## config.mk

```make
export PLATFORM = sky130hd
export DESIGN_NAME = data_sync_tx
export DESIGN_NICKNAME = d
export VERILOG_FILES = /design/src/rtl/data_sync_tx.sv
export SDC_FILE = /design/constraint.sdc
export NUM_CORES = 1
export LEC_CHECK = 0
export CAP_MARGIN = 5
export CORE_AREA = 2 2 40 79
export CTS_CLUSTER_SIZE = 25
export DETAILED_ROUTE_END_ITERATION = 16
export DIE_AREA = 0 0 42 81
export SYNTH_ARGS = -nofsm -noshare
export SYNTH_HDL_FRONTEND = slang
export SYNTH_SLANG_ARGS = --single-unit
```

## constraint.sdc

```tcl
create_clock -name clk -period 1.4 [get_ports clk]
set_input_delay 0.35 -clock clk [delete_from_list [all_inputs] [get_ports clk]]
set_output_delay 0.35 -clock clk [all_outputs]
set_load 0.005 [all_outputs]
```

## src/rtl/data_sync_tx.sv

```systemverilog
// Source-domain launcher for a flop-synchronized bus crossing: latches a word,
// raises a level enable, and holds the bus until the enable high/low cycle completes.
module data_sync_tx #(
  parameter int NUM_STAGES  = 2,
  parameter int BUS_WIDTH   = 8,
  parameter int HOLD_CYCLES = 4,
  parameter int GAP_CYCLES  = 2,
  parameter bit USE_ACK     = 1'b1
) (
  input  logic                 clk,
  input  logic                 RST,
  input  logic [BUS_WIDTH-1:0] in_data,
  input  logic                 in_valid,
  output logic                 in_ready,
  input  logic                 ack,
  output logic [BUS_WIDTH-1:0] unsync_bus,
  output logic                 bus_enable,
  output logic                 tx_done
);

  localparam int CNT_MAX = (HOLD_CYCLES > GAP_CYCLES) ? HOLD_CYCLES : GAP_CYCLES;
  localparam int CNT_W   = $clog2(CNT_MAX) + 1;

  localparam logic [CNT_W-1:0] HOLD_LAST = CNT_W'(HOLD_CYCLES - 1);
  localparam logic [CNT_W-1:0] GAP_LAST  = CNT_W'(GAP_CYCLES - 1);

  localparam logic [1:0] IDLE    = 2'd0;
  localparam logic [1:0] SEND    = 2'd1;
  localparam logic [1:0] RELEASE = 2'd2;

  logic [1:0]            state;
  logic [CNT_W-1:0]      count;
  logic [NUM_STAGES-1:0] ack_sync;
  logic                  ack_s;
  logic                  ack_high_ok;
  logic                  ack_low_ok;

  // Handshake: a word transfers on a rising clk edge where in_valid and in_ready
  // are both high; the source holds in_valid/in_data stable until that edge, and
  // in_ready depends only on the state register and RST.
  assign in_ready = (state == IDLE) & RST;

  assign ack_s       = ack_sync[NUM_STAGES-1];
  assign ack_high_ok = !USE_ACK || ack_s;
  assign ack_low_ok  = !USE_ACK || !ack_s;

  always_ff @(posedge clk) begin
    if (!RST) begin
      ack_sync <= '0;
    end else begin
      ack_sync <= {ack_sync[NUM_STAGES-2:0], ack};
    end
  end

  always_ff @(posedge clk) begin
    if (!RST) begin
      state      <= IDLE;
      count      <= '0;
      unsync_bus <= '0;
      bus_enable <= 1'b0;
      tx_done    <= 1'b0;
    end else begin
      tx_done <= 1'b0;
      case (state)
        IDLE: begin
          if (in_valid) begin
            // Data and enable launch on the same edge so data is never later than enable.
            unsync_bus <= in_data;
            bus_enable <= 1'b1;
            count      <= '0;
            state      <= SEND;
          end
        end
        SEND: begin
          if (count == HOLD_LAST && ack_high_ok) begin
            bus_enable <= 1'b0;
            count      <= '0;
            state      <= RELEASE;
          end else if (count != HOLD_LAST) begin
            count <= count + 1'b1;
          end
        end
        RELEASE: begin
          if (count == GAP_LAST && ack_low_ok) begin
            tx_done <= 1'b1;
            count   <= '0;
            state   <= IDLE;
          end else if (count != GAP_LAST) begin
            count <= count + 1'b1;
          end
        end
        default: begin
          bus_enable <= 1'b0;
          count      <= '0;
          state      <= IDLE;
        end
      endcase
    end
  end

endmodule

```

==> impl_metrics.tcl <==
set metrics [dict create \
    grt_overflow_total 0 \
    syn_nets 108 \
    track_usage_pct 11.9 \
    dr.pass1.iters 2 \
    routabilityCongestion 0.661 \
    nFillCells 273 \
    synth-edff-count 0 \
    num_io_pins 23 \
    vias 758 \
    path_delay_family "simple AND/OR/NAND/NOR gates" \
    syn_avg_cell_area_um2 9.08 \
    hp-class "reg -> reg" \
    portBuffers 22 \
    leakagePower_nw 0.587 \
    drt_iter0_drc 5 \
    yosysMostFrequentCell "dfxtp_1" \
    ys_async_sr_fraction_pct 0 \
    crit-reg2reg-launch "count[1]$_SDFFE_PN0P_" \
    worstSetupStartpoint "count[1]$_SDFFE_PN0P_" \
    synth_top_area_cell "dfxtp_1" \
    rows 28 \
    ys_top_cells_by_count "dfxtp_1 (17), nand2_1 (16), nand3_1 (9), a21boi_1 (8), ha_1 (7)" \
    grt_max_degree 20 \
    cp.required_ns 1.58 \
    end_kind "register" \
    ys_warn_count 0 \
    violations "setup timing" \
    finalWirelength_um 1820 \
    drtAntennaViolNets 0 \
    total_power_w 0.00217 \
    hold_buffers 0 \
    dp_hpwl_um 1190 \
    diodes 0 \
    grt_pass1_wl_um 3080 \
    irDropWorstVdd_v 0.00106 \
    hold_viol 0 \
    path_max_fanout 3 \
    fin_ws_ns -0.0330 \
    slowest_stage "or3_4" \
    path_buf_inv 0 \
    yosys-top-cells-area "dfxtp_1 (42%), ha_1 (11%), a21boi_1 (7.4%)" \
    cp-start-kind "register" \
    multi_input_area_um2 559 \
    clkTransAtPathRegs_ns 0.07 \
    fin_nets 149 \
    fmax_ghz 0.698 \
    synthToLayoutAreaGrowth_pct 69.0 \
    root_buffer "clkbuf_8" \
    die_area_um2 3400 \
    synth_area_um2 808 \
    coreArea_um2 2840 \
    slew_violations 0 \
    maxCapViolations 0 \
    fin_skew_ns 0.00135 \
    path_class "reg -> reg" \
    worstPathCellList "ha_4 -> ha_4 -> nand2_4 -> o21ai_4 -> or3_4 -> o22ai_2" \
    tightest_slew_ns 0.386 \
    worstSkewPairLatency_ns 0.25 \
    setup_viol 3 \
    htree_levels 1 \
    fin_crit_ns 1.43 \
    pwr_density_cell_nw_per_um2 1590 \
    grt_pass1_vias 703 \
    ys_seq_area_share_pct 42.1 \
    post-route-period-util_pct 102 \
    antenna_found_initial 0 \
    clockBufferDepth 2 \
    slew-limit-headroom_pct 74.2 \
    critPathMostFrequentCell "ha_4" \
    initial_core_util_pct 28.5 \
    cts_sinks 17 \
    synth_cells 89 \
    synth_top_area_share_pct 42.1 \
    layout-drive-gt1-share_pct 39.5 \
    regArea_um2 347 \
    synth_seq_cells 17 \
    status "complete, but fails checks" \
    avgRoutedWirePerCell_um 11.5 \
    via_per_inst 4.77 \
    hold_start "ack_sync[0]$_SDFF_PN0_" \
    die_x_um 42 \
    die_y_um 81 \
    slowest_delay_ns 0.42 \
    numCtsBuffers 3 \
    cts_tree "yes" \
    final_util_pct 48.1 \
    synth_flop_cell "dfxtp_1" \
    critPathArrivalTime_ns 1.62 \
    drcViolationCount 0 \
    rsz0062_at_grt "true" \
    synthDistinctLibCells 24 \
]
## kinds of logic after synthesis
| kind of cell | Yosys count | share of synthesized area (%) |
|---|---|---|
| simple gates | 36 | 21.4 |
| compound gates | 18 | 17.6 |
| fa+ha+maj | 7 | 10.8 |
| flops | 17 | 42.1 |
| mux | 3 | 3.72 |
| buf+inv | 8 | 4.33 |
## area by class of cell
type	instances	share of cell area [%]
clock inverter	1	0.366
multi-input combinational	64	40.9
tap	30	2.75
inverter	4	1.10
sequential	17	25.4
clock buffer	3	3.02
timing repair buffer	40	26.5
## cells in the final DEF, fill, tap and decap left out, types with 3 or more instances in the layout
master / synthesis / final
nand2_1: 16 / 14
buf_4: 1 / 14
dfxtp_1: 17 / 12
clkdlybuf4s50_1: 0 / 10
dlygate4sd2_1: 0 / 10
nand3_1: 9 / 9
a21boi_1: 8 / 8
ha_4: 0 / 5
dfxtp_2: 0 / 5
buf_6: 0 / 5
nor2_1: 3 / 3
mux2i_1: 3 / 3
clkbuf_8: 0 / 3
## state kept, by name, indices dropped and copies added (netlist names)
register    flops
count           3
ack_sync        2
state           2
bus_enable      1
tx_done         1
unsync_bus      8
## final timing paths
| path | endpoint | slack, ns | cells past startpoint |
|---|---|---|---|
| setup / recovery | count[1]$_SDFFE_PN0P_ | -0.03 | 6 |
| hold / removal | ack_sync[1]$_SDFF_PN0_ | 0.43 | 1 |
| setup reg to reg | count[1]$_SDFFE_PN0P_ | -0.03 | 6 |
| hold reg to reg | ack_sync[1]$_SDFF_PN0_ | 0.43 | 1 |
## metal layers
layer / routed length [um] / GRT usage (%) / up-vias
met5: 0 / 0 / -
met4: 48 / 8.71 / 0
met3: 113 / 3.33 / 4
met2: 928 / 18.8 / 23
met1: 733 / 13.5 / 346
li1: - / - / 385
## per-stage QoR
stage / std cells / hold WS (ns) / setup TNS [ns] / worst slack, ns / area (um^2)
global route: 159 / 0.451 / -0.484 / -0.107 / 1370
finish: 159 / 0.435 / -0.0692 / -0.0330 / 1370
global placement: 150 / 0.414 / -2.18 / -0.401 / 1160
floorplan: 89 / 0.412 / 0 / 0.00361 / 823
detailed placement: 150 / 0.421 / -2.32 / -0.389 / 1160
CTS: 155 / 0.439 / -0.162 / -0.0443 / 1240
## what timing repair did
item,CTS,global route
setup endpoints to repair,23,15
resized for setup,26,21
buffers inserted,1,4
gates cloned,0,0
pin swaps,4,9
## power by group
| part | switching [W] | internal (W) |
|---|---|---|
| registers | 0.0000427 | 0.000572 |
| logic | 0.000506 | 0.000676 |
| clock network | 0.000174 | 0.000198 |
| total | 0.000723 | 0.00145 |
No activity file was read; power rests on OpenSTA's default activity.
